==> src/rtl/id_ex_stage_reg_pkg.sv <==
// rtl/id_ex_stage_reg_pkg.sv - shared widths, control bundle type and nullify FSM encoding
package id_ex_stage_reg_pkg;

  localparam int unsigned SRD_W   = 2;
  localparam int unsigned PSW_W   = 2;
  localparam int unsigned SOH_W   = 3;
  localparam int unsigned ALU_W   = 4;
  localparam int unsigned RAM_W   = 4;
  localparam int unsigned ID_SR_W = 2;
  localparam int unsigned COND_W  = 3;

  // Control bundle produced by the CU NOP mux; an all-zero value is a bubble.
  typedef struct packed {
    logic [SRD_W-1:0]   srd;
    logic [PSW_W-1:0]   psw_le_re;
    logic [ID_SR_W-1:0] id_sr;
    logic               b;
    logic               l;
    logic               rf_le;
    logic               ub;
    logic               shf;
    logic [SOH_W-1:0]   soh_op;
    logic [ALU_W-1:0]   alu_op;
    logic [RAM_W-1:0]   ram_ctrl;
  } ctrl_bundle_t;

  localparam ctrl_bundle_t BUBBLE = '0;

  typedef enum logic {
    IDLE = 1'b0,
    PEND = 1'b1
  } null_state_e;

endpackage

==> src/rtl/id_ex_stage_reg_ctrl_bundle_reg.sv <==
// rtl/id_ex_stage_reg_ctrl_bundle_reg.sv - control bundle register with enable and sync clear
module id_ex_stage_reg_ctrl_bundle_reg
  import id_ex_stage_reg_pkg::*;
(
  input  logic         clk,
  input  logic         reset,
  input  logic         en,
  input  logic         clr,
  input  ctrl_bundle_t d,
  output ctrl_bundle_t q
);

  ctrl_bundle_t bundle_d;
  ctrl_bundle_t bundle_q;

  // Clear wins over enable so a squash can be forced even while stalled.
  always_comb begin
    bundle_d = bundle_q;
    if (clr) begin
      bundle_d = BUBBLE;
    end else if (en) begin
      bundle_d = d;
    end
  end

  // Bundle storage, reset straight to a bubble.
  always_ff @(posedge clk or posedge reset) begin
    if (reset) begin
      bundle_q <= BUBBLE;
    end else begin
      bundle_q <= bundle_d;
    end
  end

  assign q = bundle_q;

endmodule

==> src/rtl/id_ex_stage_reg.sv <==
// rtl/id_ex_stage_reg.sv - ID/EX pipeline register with flush bubbles and held nullify
module id_ex_stage_reg
  import id_ex_stage_reg_pkg::*;
#(
  parameter int unsigned DW = 32,
  parameter int unsigned RW = 5
) (
  input  logic               clk,
  input  logic               reset,
  input  logic               LE,
  input  logic               flush,
  input  logic               nullify_req,
  input  logic               id_valid,
  input  logic [SRD_W-1:0]   SRD_in,
  input  logic [PSW_W-1:0]   PSW_LE_RE_in,
  input  logic [ID_SR_W-1:0] ID_SR_in,
  input  logic               B_in,
  input  logic               L_in,
  input  logic               RF_LE_in,
  input  logic               UB_in,
  input  logic               SHF_in,
  input  logic [SOH_W-1:0]   SOH_OP_in,
  input  logic [ALU_W-1:0]   ALU_OP_in,
  input  logic [RAM_W-1:0]   RAM_CTRL_in,
  input  logic [COND_W-1:0]  COND_in,
  input  logic [DW-1:0]      PC_in,
  input  logic [DW-1:0]      RA_in,
  input  logic [DW-1:0]      RB_in,
  input  logic [DW-1:0]      IMM_in,
  input  logic [RW-1:0]      RD_in,
  output logic [SRD_W-1:0]   SRD_out,
  output logic [PSW_W-1:0]   PSW_LE_RE_out,
  output logic [ID_SR_W-1:0] ID_SR_out,
  output logic               B_out,
  output logic               L_out,
  output logic               RF_LE_out,
  output logic               UB_out,
  output logic               SHF_out,
  output logic [SOH_W-1:0]   SOH_OP_out,
  output logic [ALU_W-1:0]   ALU_OP_out,
  output logic [RAM_W-1:0]   RAM_CTRL_out,
  output logic [COND_W-1:0]  COND_out,
  output logic [DW-1:0]      PC_out,
  output logic [DW-1:0]      RA_out,
  output logic [DW-1:0]      RB_out,
  output logic [DW-1:0]      IMM_out,
  output logic [RW-1:0]      RD_out,
  output logic               ex_valid,
  output logic               nullify_pending
);

  null_state_e state_d, state_q;
  logic        nullify_eff;
  logic        ctrl_clr;
  ctrl_bundle_t ctrl_in, ctrl_q;

  logic [COND_W-1:0] cond_d, cond_q;
  logic [DW-1:0]     pc_d, pc_q, ra_d, ra_q, rb_d, rb_q, imm_d, imm_q;
  logic [RW-1:0]     rd_d, rd_q;
  logic              ex_valid_d, ex_valid_q;

  // A squash request applies to this load whether it arrives now or was parked during a stall.
  assign nullify_eff = nullify_req | (state_q == PEND);
  assign ctrl_clr    = flush | (LE & nullify_eff);

  assign ctrl_in = '{
    srd:       SRD_in,
    psw_le_re: PSW_LE_RE_in,
    id_sr:     ID_SR_in,
    b:         B_in,
    l:         L_in,
    rf_le:     RF_LE_in,
    ub:        UB_in,
    shf:       SHF_in,
    soh_op:    SOH_OP_in,
    alu_op:    ALU_OP_in,
    ram_ctrl:  RAM_CTRL_in
  };

  id_ex_stage_reg_ctrl_bundle_reg u_ctrl_reg (
    .clk   (clk),
    .reset (reset),
    .en    (LE),
    .clr   (ctrl_clr),
    .d     (ctrl_in),
    .q     (ctrl_q)
  );

  // Nullify FSM: park a request raised during a stall; any load or a flush retires it.
  always_comb begin
    state_d = state_q;
    if (flush || LE) begin
      state_d = IDLE;
    end else if (nullify_req) begin
      state_d = PEND;
    end
  end

  // Operand, condition and valid next-state; a nullified slot keeps operands but no control.
  always_comb begin
    cond_d     = cond_q;
    pc_d       = pc_q;
    ra_d       = ra_q;
    rb_d       = rb_q;
    imm_d      = imm_q;
    rd_d       = rd_q;
    ex_valid_d = ex_valid_q;
    if (flush) begin
      cond_d     = '0;
      pc_d       = '0;
      ra_d       = '0;
      rb_d       = '0;
      imm_d      = '0;
      rd_d       = '0;
      ex_valid_d = 1'b0;
    end else if (LE) begin
      pc_d  = PC_in;
      ra_d  = RA_in;
      rb_d  = RB_in;
      imm_d = IMM_in;
      rd_d  = RD_in;
      if (nullify_eff) begin
        cond_d     = '0;
        ex_valid_d = 1'b0;
      end else begin
        cond_d     = COND_in;
        ex_valid_d = id_valid;
      end
    end
  end

  // State and data registers, all cleared asynchronously.
  always_ff @(posedge clk or posedge reset) begin
    if (reset) begin
      state_q    <= IDLE;
      cond_q     <= '0;
      pc_q       <= '0;
      ra_q       <= '0;
      rb_q       <= '0;
      imm_q      <= '0;
      rd_q       <= '0;
      ex_valid_q <= 1'b0;
    end else begin
      state_q    <= state_d;
      cond_q     <= cond_d;
      pc_q       <= pc_d;
      ra_q       <= ra_d;
      rb_q       <= rb_d;
      imm_q      <= imm_d;
      rd_q       <= rd_d;
      ex_valid_q <= ex_valid_d;
    end
  end

  assign SRD_out         = ctrl_q.srd;
  assign PSW_LE_RE_out   = ctrl_q.psw_le_re;
  assign ID_SR_out       = ctrl_q.id_sr;
  assign B_out           = ctrl_q.b;
  assign L_out           = ctrl_q.l;
  assign RF_LE_out       = ctrl_q.rf_le;
  assign UB_out          = ctrl_q.ub;
  assign SHF_out         = ctrl_q.shf;
  assign SOH_OP_out      = ctrl_q.soh_op;
  assign ALU_OP_out      = ctrl_q.alu_op;
  assign RAM_CTRL_out    = ctrl_q.ram_ctrl;
  assign COND_out        = cond_q;
  assign PC_out          = pc_q;
  assign RA_out          = ra_q;
  assign RB_out          = rb_q;
  assign IMM_out         = imm_q;
  assign RD_out          = rd_q;
  assign ex_valid        = ex_valid_q;
  assign nullify_pending = (state_q == PEND);

endmodule
==> config.mk <==
export PLATFORM = sky130hd
export DESIGN_NAME = id_ex_stage_reg
export DESIGN_NICKNAME = d
export VERILOG_FILES = /design/src/rtl/id_ex_stage_reg_pkg.sv /design/src/rtl/id_ex_stage_reg_ctrl_bundle_reg.sv /design/src/rtl/id_ex_stage_reg.sv
export SDC_FILE = /design/constraint.sdc
export NUM_CORES = 1
export LEC_CHECK = 0
export BUFFER_PORTS_ARGS = -buffer_cell sky130_fd_sc_hd__buf_2
export CORE_AREA = 2 2 152 154
export CTS_BUF_LIST = sky130_fd_sc_hd__clkbuf_2
export DETAILED_ROUTE_END_ITERATION = 16
export DIE_AREA = 0 0 154 156
export PLACE_DENSITY = 0.62
export SKIP_LAST_GASP = 1
export SYNTH_ARGS = -nofsm -noshare
export SYNTH_HDL_FRONTEND = slang
export SYNTH_HIERARCHICAL = 1
export SYNTH_SLANG_ARGS = --single-unit
==> constraint.sdc <==
create_clock -name clk -period 5.7 [get_ports clk]
set_input_delay 0.57 -clock clk [delete_from_list [all_inputs] [get_ports clk]]
set_output_delay 0.57 -clock clk [all_outputs]
set_load 0.01 [all_outputs]
* Word level (Yosys, flattened, before mapping)
Cells that the tools add are included.
Word-level totals: output and inout port bits 160, input bits 164, bits in registers 160
Operators by class: bitwise gates (word level) 3, multiplexer cells 20, reductions and logical operators 4
Operator list (count):
- 2-to-1 mux 32 bit | 8
- 2-to-1 mux 22 bit | 2
- 2-to-1 mux 5 bit | 2
- 2-to-1 mux 3 bit | 3
- nonzero test 2 bit | 3
- 2-to-1 mux 1 bit | 5
- OR 1 bit | 2
- bitwise AND 1 bit | 1
- logical OR 1 bit | 1

* Logic depth before layout (Yosys ltp)
Gate-level depths: netlist (run 1).
depth in word-level cells 4, gate-level depth with buffers 6, mapped depth without buffers 3

* By module
Netlist (run 1), hierarchy kept.
By module, submodules not included:
- id_ex_stage_reg | cells each 452, sequential area each 3453.3 um2, area each 5671.7 um2, instances 1
- id_ex_stage_reg_ctrl_bundle_reg | cells each 72, sequential area each 550.5 um2, area each 915.9 um2, instances 1

* Worst setup path before layout (run 1)
OpenSTA, ideal clock, no wires.
path kind input port to flip-flop, start point input LE, end point register u_ctrl_reg.bundle_q (netlist bit u_ctrl_reg/q[0]), data arrival time 1.369 ns, stages 6, slack 4.199 ns, cell sequence buf_4 buf_6 o21ai_0 nand2b_1 clkbuf_1 nor2_1
Between the ends: word-level cells in the longest chain between the ends 3
Ends and longest elaborated chain:
- start: declaration | RTL line id_ex_stage_reg.sv:10 | input logic LE,
- bitwise AND 1 bit (*) | RTL line id_ex_stage_reg.sv:64 | assign ctrl_clr = flush | (LE & nullify_eff);
- OR 1 bit (*) | RTL line id_ex_stage_reg.sv:64
- net ctrl_clr | RTL line id_ex_stage_reg.sv:54 | logic ctrl_clr;
- 2-to-1 mux 22 bit or nonzero test 2 bit (tied branches)
- end signal: assignment | RTL line id_ex_stage_reg_ctrl_bundle_reg.sv:31 | bundle_q <= bundle_d;
- end: declaration | RTL line id_ex_stage_reg_ctrl_bundle_reg.sv:14 | ctrl_bundle_t bundle_q;
The timed path passes the listed nets; every way through them passes the cells marked *. A chain may end at the register's enable or synchronous reset.

* Worst setup path after layout (run 1)
start point register state_q, in the netlist nullify_pending, end point output nullify_pending
RTL lines:
- start: declaration | RTL line id_ex_stage_reg.sv:52 | null_state_e state_d, state_q;
- start signal: assignment | RTL line id_ex_stage_reg.sv:144 | state_q <= state_d;
- end: declaration | RTL line id_ex_stage_reg.sv:49 | output logic nullify_pending
No word-level cell between the ends.

==> flow_metrics.env, run 1 <==
export IMPL_cpPeakStageDelay_ns=0.50
export IMPL_netlist_area_sq_um=6590
export IMPL_syn_area_per_cell_sq_um=12.6
export IMPL_ant_nets=0
export IMPL_required_ns=5.13
export IMPL_finalCritPeriodShare=0.342
export IMPL_drive_gt1_frac=0.366
export IMPL_clock_skew_ns=0.0239
export IMPL_rrSetupSlack_ns=4.20
export IMPL_cts_tree="built"
export IMPL_period_needed_ns=1.95
export IMPL_drt_total_wl_microns=18200
export IMPL_synth_warnings=6
export IMPL_p_per_area_nw_per_um2=237
export IMPL_status="complete, no violations"
export IMPL_critPathTopFamily="flip-flops"
export IMPL_portBuffers=323
export IMPL_hold_end="u_ctrl_reg/q[13]"
export IMPL_tightest_slew_ns=0.848
export IMPL_cap_violations=0
export IMPL_wire_per_inst_microns=14.4
export IMPL_ff2ff_path_depth=3
export IMPL_r2r_end="u_ctrl_reg/q[5]"
export IMPL_gp_congestion=0.721
export IMPL_start_util=0.295
export IMPL_r2r_start="nullify_pending"
export IMPL_syn_inst=524
export IMPL_dieArea_sq_um=24000
export IMPL_slew_headroom=0.435
export IMPL_synth_distinct_cells=15
export IMPL_cts_clk_slew_worst_paths_ns=0.24
export IMPL_grt_start_max_net_pins=85
export IMPL_grtUsageTotal=0.148
export IMPL_whs_ns=0.116
export IMPL_top_level_ports=324
export IMPL_area_delta_synth_final_pct=49.4
export IMPL_yosysSeqAreaShare=0.608
export IMPL_cts_root_buffer="clkbuf_2"
export IMPL_post_cts_setup_buffers=0
export IMPL_clk_latency_ns=0.69
export IMPL_fmax_mhz=513
export IMPL_hold_depth=3
export IMPL_grt_overflow_total=0
export IMPL_path_cells="buf_2"
export IMPL_power_mw=2.33
export IMPL_fin_nets=1126
export IMPL_hpwl_microns=11300
export IMPL_peakVddDrop_mv=0.104
export IMPL_critPathMaxFanout=7
export IMPL_critPathSlowestCell="dfrtp_1"
export IMPL_fp_dieH_microns=156
export IMPL_numCtsBuffers=17
export IMPL_slew_violations=0
export IMPL_synth_nets=688
export IMPL_endpoint_kind="output pin"
export IMPL_grt_pass1_vias=5557
export IMPL_synth_seq_cells=160
export IMPL_drt_pass1_iterations=4
export IMPL_rsz0062_at_grt="no"
export IMPL_power_leakage_nw=5.54
export IMPL_coreArea_sq_um=22400
export IMPL_crit_type="register to output pin"
export IMPL_cts_resized_gates=0
export IMPL_finalNonFillerCells=1261
export IMPL_hold_buffers=125
export IMPL_clk_path_buf_depth=2
export IMPL_worstHoldStart="RF_LE_in"
export IMPL_clock_sinks=160
export IMPL_route_detailed_drc=0
export IMPL_grt_pass1_wl_microns=28300
export IMPL_dp_cells=1099
export IMPL_cp_arrival_ns=1.38
export IMPL_via_count=5396
export IMPL_hp_class="input pin to register"
export IMPL_antenna_found_initial=1
export IMPL_worstSetupStartpointType="register"
export IMPL_fin_setup_tns_ns=0
export IMPL_viasPerCell=4.28
export IMPL_cts_max_level=4
export IMPL_row_count=55
export IMPL_drtIter0Drc=258
export IMPL_die_x_microns=154
export IMPL_critPathBufInv=1
export IMPL_hold_violations=0
export IMPL_setup_viol=0
## stage by stage
stage	setup WS (ns)	instance area [sq um]	utilization
after floorplan	1.43	6590	-
after global placement	3.38	8280	0.370
after detailed placement	3.35	8280	0.370
after CTS	3.64	9800	0.438
after global routing	3.59	9840	0.440
final	3.75	9840	0.440
## state kept, by name, indices dropped and copies added (netlist names), 3 cells and up
signal,cells
RA_out,32
RD_out,5
IMM_out,32
COND_out,3
RB_out,32
u_ctrl_reg/q,22
PC_out,32
## kinds of logic (layout without fill, tap and decap cells)
| family | count (synthesis) | count (layout) | share of synthesized area |
|---|---|---|---|
| AO/OA/AOI/OAI | 5 | 5 | 0.00380 |
| buffers and inverters | 38 | 489 | 0.0517 |
| flip-flops | 160 | 160 | 0.608 |
| multiplexers | 155 | 155 | 0.236 |
| other | 0 | 1 | 0 |
| AND/OR/NAND/NOR | 166 | 166 | 0.101 |
## worst max path at each step
stage / startpoint / to / slack [ns] / depth (start not counted)
floorplan: reset / COND_out[0] / 1.43 / 1
global placement: LE / u_ctrl_reg/q[5] / 3.38 / 4
detailed placement: LE / u_ctrl_reg/q[7] / 3.35 / 4
CTS: nullify_pending / nullify_pending / 3.64 / 1
global route: nullify_pending / nullify_pending / 3.59 / 1
finish: nullify_pending / nullify_pending / 3.75 / 1
## placed cells by master, fill, tap and decap left out, drive strengths merged
cell         Yosys  layout
diode            0       1
clkinvlp         0       2
a21oi            4       4
or4bb            4       4
nor3             1       1
dlygate4sd3      0     129
inv              2       7
dfrtp          160     160
nand2b           5       5
nor2           156     156
o21ai            1       1
clkinv           0       4
mux2i          155     155
bufinv           0       3
clkbuf          15      19
buf             21     325
## area by class of cell
cell class	instances	area, sq um
Fill cell	2081	12500
Inverter	2	12.5
Sequential cell	160	4000
Clock buffer	18	90.1
Antenna cell	1	2.50
Tap cell	285	357
Multi-Input combinational cell	326	2240
Clock inverter	14	181
Timing Repair Buffer	455	2950
## synth_stat cells (all sizes together)
cell type | instances | share of area
a21oi | 4 | 0.0030
buf | 21 | 0.042
clkbuf | 15 | 0.0085
dfrtp | 160 | 0.61
inv | 2 | 0.0011
mux2i | 155 | 0.24
nand2b | 5 | 0.0047
nor2 | 156 | 0.089
nor3 | 1 | 0.00076
o21ai | 1 | 0.00076
or4bb | 4 | 0.0068
## where the power goes
group	internal (mW)	switching [mW]
Sequential	1.20	0.0326
Combinational	0.208	0.198
Clock	0.256	0.436
Total	1.66	0.667
## routing by layer
metal  share of wire  track usage  vias to the layer above
met5               0            0                        -
met4           0.022       0.0565                        0
met3           0.049       0.0372                       32
met2            0.53        0.268                      191
met1            0.40        0.169                     2566
li1                -            -                     2607
Power figures use the tool's default switching activity.
==> run 2: changes to the inputs <==
==> constraint.sdc (replaced) <==
create_clock -name clk -period 1.8 [get_ports clk]
set_input_delay 0.18 -clock clk [delete_from_list [all_inputs] [get_ports clk]]
set_output_delay 0.18 -clock clk [all_outputs]
set_load 0.01 [all_outputs]
==> flow_metrics.env, run 2 <==
export IMPL_synth_most_common_cell="dfrtp_1"
export IMPL_cts_max_level=4
export IMPL_pre_cts_slack_ns=0.477
export IMPL_syn_inst=524
export IMPL_post_cts_setup_buffers=0
export IMPL_numCtsBuffers=17
export IMPL_hpwl_microns=11900
export IMPL_synth_warnings=6
export IMPL_postSynth_asyncResetShare=1.00
export IMPL_synth_seq_cells=160
export IMPL_cts_root_buffer="clkbuf_2"
export IMPL_stop_stage="clock tree synthesis"
export IMPL_status="aborted with a tool error"
export IMPL_synth_edf_count=0
export IMPL_netlist_area_sq_um=6590
export IMPL_synth_distinct_cells=15
export IMPL_fp_dieH_microns=156
export IMPL_yosysSeqAreaShare=0.608
export IMPL_tool_error="[ERROR RSZ-0060] Max buffer count reached."
export IMPL_synth_common_cells="dfrtp_1, nor2_1, mux2i_1, clkbuf_1, buf_8"
export IMPL_ys_flop_type="dfrtp_1"
export IMPL_clock_sinks=160
export IMPL_yosys_area_top_type_share=0.608
export IMPL_start_util=0.295
export IMPL_gp_congestion=0.765
export IMPL_cts_resized_gates=0
export IMPL_synth_nets=688
export IMPL_yosysTopAreaCell="dfrtp_1"
export IMPL_portBuffers=323
export IMPL_syn_area_per_cell_sq_um=12.6
export IMPL_top_level_ports=324
export IMPL_clk_path_buf_depth=2
export IMPL_die_x_microns=154
export IMPL_synth_area_top_cells="dfrtp_1, mux2i_1, nor2_1, buf_8, buf_12"
export IMPL_row_count=55
export IMPL_hold_buffers=229
run 2: cell counts after synthesis:
No cell type changed its count.
run 2: per-stage QoR:
step                      std cells  TNS (ns)  hold WS [ns]  utilization  instance area [sq um]
after floorplan                 524    -13.95         0.169            -                   6590
after global placement         1113         0         0.276        0.378                   8450
after detailed placement       1113         0         0.281        0.378                   8450
run 2: kinds of logic after synthesis:
| logic type | Yosys count | synth area share |
|---|---|---|
| buffers and inverters | 38 | 0.0517 |
| DFF | 160 | 0.608 |
| muxes | 155 | 0.236 |
| and+or+nand+nor | 166 | 0.101 |
| AOI/OAI and AO/OA | 5 | 0.00380 |
==> run 3: changes to the inputs <==
--- a/config.mk
+++ b/config.mk
@@ -6,11 +6,10 @@
 export NUM_CORES = 1
 export LEC_CHECK = 0
 export BUFFER_PORTS_ARGS = -buffer_cell sky130_fd_sc_hd__buf_2
-export CORE_AREA = 2 2 152 154
-export CTS_BUF_LIST = sky130_fd_sc_hd__clkbuf_2
+export CORE_AREA = 2 2 185 187
 export DETAILED_ROUTE_END_ITERATION = 16
-export DIE_AREA = 0 0 154 156
-export PLACE_DENSITY = 0.62
+export DIE_AREA = 0 0 187 189
+export PLACE_DENSITY_LB_ADDON = 0.15
 export SKIP_LAST_GASP = 1
 export SYNTH_ARGS = -nofsm -noshare
 export SYNTH_HDL_FRONTEND = slang
==> flow_metrics.env, run 3 (same netlist as run 1, synthesis figures left out) <==
export IMPL_status="complete, no violations"
export IMPL_area_delta_synth_final_pct=66.5
export IMPL_drt_pass1_iterations=5
export IMPL_clk_latency_ns=0.43
export IMPL_mostFrequentLayoutCells="buf_2, dfrtp_1, nor2_1, dlygate4sd3_1, mux2i_1"
export IMPL_fillCellCount=3452
export IMPL_rsz0062_at_grt="no"
export IMPL_cpPeakStageDelay_ns=0.43
export IMPL_path_cells="buf_2"
export IMPL_worstSetupStartpointType="register"
export IMPL_die_x_microns=187
export IMPL_finalCritPeriodShare=0.680
export IMPL_coreArea_sq_um=33300
export IMPL_fin_setup_tns_ns=0
export IMPL_critPathSlowestCell="dfrtp_1"
export IMPL_dp_cells=1290
export IMPL_cp_arrival_ns=1.04
export IMPL_grt_overflow_total=0
export IMPL_cts_tree="built"
export IMPL_antenna_found_initial=0
export IMPL_drtIter0Drc=106
export IMPL_grtUsageMet2=0.196
export IMPL_finalNonFillerCells=1478
export IMPL_grtUsageTotal=0.119
export IMPL_antennaDiodeCount=0
export IMPL_whs_ns=0.0539
export IMPL_grt_most_used_layer="met2"
export IMPL_wire_per_inst_microns=14.0
export IMPL_gr_usage_met1=0.148
export IMPL_endpoint_kind="output pin"
export IMPL_final_common_cell="buf_2"
export IMPL_cap_violations=0
export IMPL_internal_power_mw=6.81
export IMPL_fin_nets=1181
export IMPL_grt_start_max_net_pins=71
export IMPL_setup_viol=0
export IMPL_fmax_mhz=817
export IMPL_required_ns=1.62
export IMPL_slew_violations=0
export IMPL_top_level_ports=324
export IMPL_slew_headroom=0.601
export IMPL_use_met3=0.0358
export IMPL_row_count=67
export IMPL_placed_cell_area_sq_um=8790
export IMPL_clkPwrFrac=0.419
export IMPL_p_switching_mw=2.33
export IMPL_cts_max_level=4
export IMPL_clock_skew_ns=0.00723
export IMPL_cts_resized_gates=0
export IMPL_p_per_area_nw_per_um2=833
export IMPL_period_needed_ns=1.22
export IMPL_cts_clk_slew_worst_paths_ns=0.07
export IMPL_fin_ws_ns=0.576
export IMPL_hp_class="input pin to register"
export IMPL_drive_gt1_frac=0.375
export IMPL_comb_power_share=0.155
export IMPL_numCtsBuffers=17
export IMPL_crit_type="register to output pin"
export IMPL_hpwl_microns=14400
export IMPL_peakVddDrop_mv=0.625
export IMPL_clock_sinks=160
export IMPL_post_cts_setup_buffers=0
export IMPL_p_sw_frac=0.255
export IMPL_critPathBufInv=1
export IMPL_ant_nets=0
export IMPL_portBuffers=323
export IMPL_seq_power_share=0.426
export IMPL_critPathMaxFanout=7
export IMPL_viasPerCell=3.74
export IMPL_gp_congestion=0.718
export IMPL_cts_root_buffer="clkbuf_16"
export IMPL_critPathTopFamily="flip-flops"
export IMPL_stdcell_area_sq_um=11000
export IMPL_dieArea_sq_um=35300
export IMPL_grt_pass1_wl_microns=33100
export IMPL_rrSetupSlack_ns=0.65
export IMPL_power_leakage_nw=5.96
export IMPL_start_util=0.198
export IMPL_fp_dieH_microns=189
export IMPL_via_count=5525
export IMPL_clk_path_buf_depth=2
export IMPL_hold_buffers=156
export IMPL_tightest_slew_ns=0.597
export IMPL_drt_total_wl_microns=20700
export IMPL_route_detailed_drc=0
export IMPL_grt_pass1_vias=6003
export IMPL_hold_violations=0
export IMPL_fin_util=0.330
export IMPL_power_mw=9.14
export IMPL_pre_cts_slack_ns=0.398
[run 3: path summary, 6_finish.rpt]
path	depth (start not counted)	startpoint	end
setup / recovery	1	nullify_pending	nullify_pending
hold / removal	3	nullify_req	nullify_pending
setup reg to reg	2	nullify_pending	COND_out[1]
hold reg to reg	2	PC_out[30]	PC_out[30]
max in group asynchronous	4	reset	RA_out[10]
min in group asynchronous	3	reset	u_ctrl_reg/q[9]
[run 3: power by group through the flow]
stage	registers [mW]	logic, mW	clock network [mW]
6_report	3.89	1.42	3.83
5_1_grt	3.91	1.56	4.16
4_1_cts	3.89	1.45	4.01
3_5_place_dp	3.95	1.18	0
3_3_place_gp	3.95	1.18	0
2_1_floorplan	4.05	0.530	0
[run 3: routing by layer]
metal | vias to the layer above | wire length [microns]
met5 | - | 0
met4 | 0 | 309
met3 | 15 | 1250
met2 | 188 | 10000
met1 | 2598 | 9130
li1 | 2724 | -
[run 3: final cells by class]
class / instances / area [sq um] / share of cell area
Clock buffer: 20 / 457 / 0.0416
Sequential cell: 160 / 4000 / 0.365
Inverter: 2 / 11.3 / 0.00103
Tap cell: 448 / 561 / 0.0511
Clock inverter: 12 / 159 / 0.0145
Multi-Input combinational cell: 326 / 2240 / 0.205
Timing Repair Buffer: 510 / 3530 / 0.322
